**src/rtl/hwf_log_lut.sv**
```systemverilog
// hwf_log_lut
// Registered constant table of -log2(1 - 2^-i) in unsigned 8.8 fixed point,
// indexed by the hwf kernel's iteration counter. The kernel's Ei stage
// subtracts this value every iteration, so the output is registered to keep
// the index-to-value path off the kernel's subtract timing.
//
// Values are round-to-nearest of 256 * (-log2(1 - 2^-i)). Index 0 has an
// infinite true value and saturates to all ones. From index 10 onward the
// term falls below half an LSB and rounds to zero, as does every index
// outside the table.
module hwf_log_lut #(
    parameter int IDX_W = 32,
    // Output format is unsigned 8.8; only 16 is supported.
    parameter int OUT_W = 16
) (
    input  logic             clk,
    input  logic             rst,
    input  logic [IDX_W-1:0] i,
    output logic [OUT_W-1:0] log_val
);

    // Number of populated table entries. The full index width is compared
    // against this, so large indices never alias onto low entries.
    localparam logic [IDX_W-1:0] TABLE_DEPTH = IDX_W'(16);

    logic             in_range;
    logic [3:0]       idx;
    logic [OUT_W-1:0] lut_val;

    assign in_range = (i < TABLE_DEPTH);
    assign idx      = i[3:0];

    // Table lookup; anything outside the populated range reads as zero.
    always_comb begin
        lut_val = '0;
        if (in_range) begin
            case (idx)
                4'd0:    lut_val = 16'hFFFF;
                4'd1:    lut_val = 16'h0100;
                4'd2:    lut_val = 16'h006A;
                4'd3:    lut_val = 16'h0031;
                4'd4:    lut_val = 16'h0018;
                4'd5:    lut_val = 16'h000C;
                4'd6:    lut_val = 16'h0006;
                4'd7:    lut_val = 16'h0003;
                4'd8:    lut_val = 16'h0001;
                4'd9:    lut_val = 16'h0001;
                default: lut_val = 16'h0000;
            endcase
        end
    end

    // Output register: cleared asynchronously, otherwise reloaded every cycle.
    always_ff @(posedge clk or posedge rst) begin
        if (rst) begin
            log_val <= '0;
        end else begin
            log_val <= lut_val;
        end
    end

endmodule

```
**config.mk**
```make
export PLATFORM = sky130hd
export DESIGN_NAME = hwf_log_lut
export DESIGN_NICKNAME = d
export VERILOG_FILES = /design/src/rtl/hwf_log_lut.sv
export SDC_FILE = /design/constraint.sdc
export NUM_CORES = 1
export LEC_CHECK = 0
export BUFFER_PORTS_ARGS = -buffer_cell sky130_fd_sc_hd__buf_4
export CORE_MARGIN = 5
export CORE_UTILIZATION = 38
export CTS_BUF_LIST = sky130_fd_sc_hd__clkbuf_8
export DETAILED_ROUTE_END_ITERATION = 10
export PLACE_DENSITY = 0.8
export SLEW_MARGIN = 20
export SYNTH_ARGS = -nofsm -noshare
export SYNTH_HDL_FRONTEND = slang
export SYNTH_SLANG_ARGS = --single-unit
```
**constraint.sdc**
```tcl
create_clock -name clk -period 1.05 [get_ports clk]
set_clock_uncertainty 0.1 [all_clocks]
set_input_delay 0.21 -clock clk [delete_from_list [all_inputs] [get_ports clk]]
set_output_delay 0.21 -clock clk [all_outputs]
set_load 0.1 [all_outputs]
```
==> summary.json, run 1 <==
{
  "status": {
    "outcome": "did not finish",
    "last-stage-reached": "5_1_grt",
    "firstError": "[ERROR DPL-0033] detailed placement checks failed during check placement."
  },
  "synth": {
    "ys_types": 22,
    "postSynthRegisterBits": 9,
    "yosys.area.top_type_share_pct": 38.4,
    "syn_area_per_cell_um2": 11.1,
    "syn_area_um2": 587,
    "netlist.top_cell.by_area": "dfrtp_1",
    "synth_cells": 53,
    "synthesized_nets": 91,
    "yosysWarnings": 0,
    "synth_top_cells_by_area": "dfrtp_1 38%, nor4_2 15%, buf_4 9.0%",
    "ys_seq_area_share_pct": 38.4
  },
  "clock_network": {
    "cts_buffer_depth": 2,
    "cts_sinks": 9,
    "cts_made_buffers": 3,
    "root_buffer": "clkbuf_8",
    "htreeDepth": 1
  },
  "floorplanning": {
    "floorplan.die.height_um": 49.3,
    "starting_density_of_the_core_pct": 39.4,
    "i_o_pin_total": 50,
    "rows": 14,
    "die_w_um": 49.3
  },
  "timing": {
    "worst-ep-kind": "top-level output",
    "grt_worst_setup_endpoint": "log_val[11]"
  },
  "grt": {
    "antenna_found_initial": 0,
    "pin_count_of_the_biggest_net_entering_global_routing": 10
  },
  "placed_design": {
    "detailedPlacementHpwl_um": 1580,
    "global_placer_s_final_weighted_congestion": 0.719,
    "placement.io_buffers": 49
  }
}
metrics by stage:
stage | TNS [ns] | instance area (um^2) | setup WS (ns) | hold WS, ns | instances
after floorplan | -2.09 | 731 | -0.194 | -0.0626 | 53
after global placement | -2.97 | 1110 | -0.394 | 0.0861 | 120
after detailed placement | -3.24 | 1110 | -0.449 | 0.0946 | 120
after CTS | -3.16 | 1380 | -0.242 | 0.202 | 130
logic make-up after synthesis:
family	after synthesis	synth area share (%)
buffers and inverters	11	11.5
muxes	1	1.71
DFF	9	38.4
and+or+nand+nor	22	30.3
adders and majority gates	4	8.53
AOI/OAI and AO/OA	6	9.59
synthesized netlist by cell type (all sizes together):
| cell | number |
|---|---|
| dfrtp | 9 |
| nor4 | 8 |
| buf | 7 |
| ha | 4 |
| nor3 | 4 |
| inv | 3 |
| nor2 | 3 |
| a2111oi | 2 |
| a211o | 1 |
| a211oi | 1 |
| a21oi | 1 |
| clkbuf | 1 |
| mux2i | 1 |
| nand2 | 1 |
| nand3 | 1 |
| nand3b | 1 |
| nand4 | 1 |
| nand4b | 1 |
| nor2b | 1 |
| nor4b | 1 |
| o21ai | 1 |
repair_timing:
action	4_1_cts
hold buffers	1
endpoints found under the setup margin	25
gates resized for setup	38
endpoints found under the hold margin	9
pin swaps	4
setup buffers	5
==> run 2: changes to the inputs <==
- CORE_AREA: default -> 5 5 66 68
- CORE_MARGIN: 5 -> default
- CORE_UTILIZATION: 38 -> default
- CTS_BUF_LIST: sky130_fd_sc_hd__clkbuf_8 -> default
- DIE_AREA: default -> 0 0 71 73
- PLACE_DENSITY: 0.8 -> default
- PLACE_DENSITY_LB_ADDON: default -> 0.15
==> summary.json, run 2 <==
{
  "status": {
    "outcome": "finished, violations left",
    "failed_checks": "negative setup slack"
  },
  "timing": {
    "timing_worst_slew_pin_value_ns": 0.386,
    "rsz0062_at_grt": "yes",
    "max_slew_margin_pct": 74.2,
    "max_freq_mhz": 783,
    "worst_hold_slack_ns": 0.201,
    "timing_max_transition_violations_final": 0,
    "final_min_period_over_clock_period_pct": 122,
    "final-setup-viol-count": 25,
    "hold_violations": 0,
    "period_minus_slack_ns": 1.28,
    "setup_ws_ns": -0.228
  },
  "synth": {
    "netlist.top_cell.by_area": "dfrtp_1",
    "leading_cell_type_by_number_of_instances_after_synthesis": "dfrtp_1",
    "postSynth.topFlopCell": "dfrtp_1",
    "yosysWarnings": {"value": 0, "change": "unchanged"},
    "ys_seq_area_share": {"value": 38.4, "unit": "%", "change": "unchanged"},
    "async_set_or_reset_register_ratio_after_synthesis": {"value": 100, "unit": "%", "change": "unchanged"},
    "synth_enable_flop_cells": {"value": 0, "change": "unchanged"},
    "commonest_cells_in_the_netlist": "9 x dfrtp_1, 7 x buf_4, 7 x nor4_2",
    "synth_top_cells_by_area": "dfrtp_1 38%, nor4_2 15%, buf_4 9.0%",
    "syn_area_per_cell": {"value": 11.1, "unit": "um^2", "change": "unchanged"},
    "synth_cells": {"value": 53, "change": "unchanged"},
    "area_share_of_and_or_nand_nor_cells_after_synthesis": {"value": 30.3, "unit": "%", "change": "unchanged"},
    "ys_types": {"value": 22, "change": "unchanged"},
    "area_fraction_in_compound_gates_after_synthesis": {"value": 9.59, "unit": "%", "change": "unchanged"},
    "postSynthRegisterBits": {"value": 9, "change": "unchanged"},
    "synth_top_family_by_area": "simple AND/OR/NAND/NOR gates",
    "synthesized_nets": {"value": 91, "change": "unchanged"},
    "syn_area": {"value": 587, "unit": "um^2", "change": "unchanged"},
    "adder_cell_area_share_of_the_yosys_netlist": {"value": 8.53, "unit": "%", "change": "unchanged"},
    "synthMuxAreaShare": {"value": 1.71, "unit": "%", "change": "unchanged"},
    "yosys.area.top_type_share": {"value": 38.4, "unit": "%", "change": "unchanged"},
    "synth_xor_area_share": {"value": 0, "unit": "%", "change": "unchanged"}
  },
  "final_layout": {
    "regs_by_ff_count": "log_val (9)",
    "largest_reg_flops": 9,
    "register_ranked_first_by_flip_flop_count": "log_val",
    "most_common_cell_after_layout_fill_and_taps_aside": "buf_6",
    "final_nets": 152,
    "mostFrequentLayoutCells": "31 x buf_6, 27 x buf_4, 8 x nor4_4, 8 x dfrtp_2",
    "synthToLayoutAreaGrowth_pct": 152,
    "postLayoutCoreUtil_pct": 38.9,
    "post-route-cell-area_um2": 1480,
    "post_route_cells_drive_above_1_share_pct": 84.1,
    "diodes": 0
  },
  "floorplanning": {
    "fp.dieArea_um2": 5180,
    "core-area_um2": 3800,
    "rows": {"value": 23, "change": "+9"},
    "die_w": {"value": 71, "unit": "um", "change": "+44%"},
    "starting_density_of_the_core": {"value": 15.4, "unit": "%", "change": "-24 points"},
    "i_o_pin_total": {"value": 50, "change": "unchanged"},
    "floorplan.die.height": {"value": 73, "unit": "um", "change": "+48%"}
  },
  "clock_network": {
    "cts_sinks": {"value": 9, "change": "unchanged"},
    "cts_buffer_depth": {"value": 2, "change": "unchanged"},
    "clk_pin_slew_ns": 0.04,
    "htreeDepth": {"value": 1, "change": "unchanged"},
    "root_buffer": "clkbuf_8",
    "cts_made_buffers": {"value": 3, "change": "unchanged"},
    "clock_tree_from_tritoncts": "yes"
  },
  "grt": {
    "grt_pass1_vias": 695,
    "grt_first_pass_wirelength_um": 3210,
    "pin_count_of_the_biggest_net_entering_global_routing": 10,
    "overflow": 0,
    "grt.total_usage_pct": 7.76,
    "antenna_found_initial": 0
  },
  "power": {
    "leakagePower_nw": 0.619,
    "vdd_drop_max_uv": 291,
    "power_density_nw_per_um2": 686,
    "totalPowerFinal_mw": 1.01
  },
  "flow_run": {
    "cap_violations": 0
  },
  "worst_setup_path": {
    "critical_path.top_delay_family": "flip-flops",
    "crit_cells": 1,
    "critPathMaxFanout": 8,
    "crit_path_end": "log_val[12]",
    "critPathRequiredTime_ns": 0.74,
    "cp-start-kind": "flop",
    "setup.worst_path.start": "log_val[14]",
    "cp_class": "reg2out",
    "timing.critical_path.arrival_ns": 0.97,
    "timing.critical_path.buf_inv": 1,
    "series_of_cell_instances_along_the_critical_path": "buf_6",
    "critical_path.slowest_cell": "dfrtp_4",
    "worst_path_largest_cell_delay_ns": 0.53,
    "crit_path_end_kind": "output pin"
  },
  "placed_design": {
    "global_placer_s_final_weighted_congestion": {"value": 0.698, "change": "-2.9%"},
    "placedInstanceArea": {"value": 1150, "unit": "um^2", "change": "+3.2%"},
    "placement.io_buffers": {"value": 49, "change": "unchanged"},
    "detailedPlacementHpwl": {"value": 1560, "unit": "um", "change": "-1.2%"}
  },
  "min_path": {
    "whs_path_depth": 3,
    "min-delay-path-class": "in2reg"
  },
  "routing": {
    "drt-wirelength-per-cell_um": 12.5,
    "drt-vias-per-instance": 3.84,
    "routed-via-count": 626,
    "antenna_left": 0,
    "drc": 0,
    "drt-pass1-iter-count": 3,
    "totalWireLength_um": 2030,
    "drtIter0Drc": 7
  }
}
run 2: repair_timing:
action | in CTS | in global routing
endpoints found under the hold margin | 9 | 0
hold buffers | 1 | 0
pin swaps | 13 | 8
endpoints found under the setup margin | 25 | 25
buffers inserted | 2 | 3
resized for setup | 43 | 11
run 2: cells by family (layout without fill, tap and decap cells):
group,after synthesis,after routing
buffers and inverters,11,71
adder cells (fa/ha/maj),4,4
flip-flops,9,9
AND/OR/NAND/NOR,22,22
multiplexers,1,1
AO/OA/AOI/OAI,6,6
run 2: worst min path at each step:
stage	start	end
finish	i[3]	log_val[0]
global route	i[3]	log_val[0]
detailed placement	rst	log_val[14]
global placement	rst	log_val[14]
floorplan	rst	log_val[14]
CTS	i[3]	log_val[14]
run 2: routing by layer:
metal  GRT usage (%)  vias to the layer above  part of all wire (%)  wire, um
met2            13.3                       21                    56      1140
met5               0                        -                     0         0
met1            9.29                      293                    39       782
li1                -                      310                     -         -
met4            5.01                        0                   1.6        33
met3           0.689                        2                   3.9        79
run 2: area by class of cell:
cell class,instances,area (um^2)
clock buffers,4,45.0
fillers,382,2320
inverters,3,26.3
multi-input cells,33,454
flip-flops and latches,9,239
well taps,50,62.6
repair buffers,64,652
run 2: worst min-delay path, delay by kind of cell:
family | cells | cell delay [ns]
simple gates | 1 | 0.12
compound gates | 1 | 0.06
buf+inv | 1 | 0.10
run 2: power by group:
| part | internal, mW | total [mW] | leakage [nW] | switching [mW] |
|---|---|---|---|---|
| Combinational | 0.160 | 0.272 | 0.485 | 0.112 |
| Clock | 0.264 | 0.394 | 0.0228 | 0.130 |
| Sequential | 0.348 | 0.348 | 0.110 | 0.000000000542 |
| Total | 0.772 | 1.01 | 0.619 | 0.242 |
run 2: stage by stage:
step           setup slack (ns)  setup TNS [ns]  cells
2_1_floorplan            -0.194           -2.09     53
3_3_place_gp             -0.462           -3.37    153
3_5_place_dp             -0.445           -3.32    153
4_1_cts                  -0.241           -3.24    160
5_1_grt                  -0.266           -4.56    163
6_report                 -0.228           -3.49    163
No activity file was read; power rests on OpenSTA's default activity.
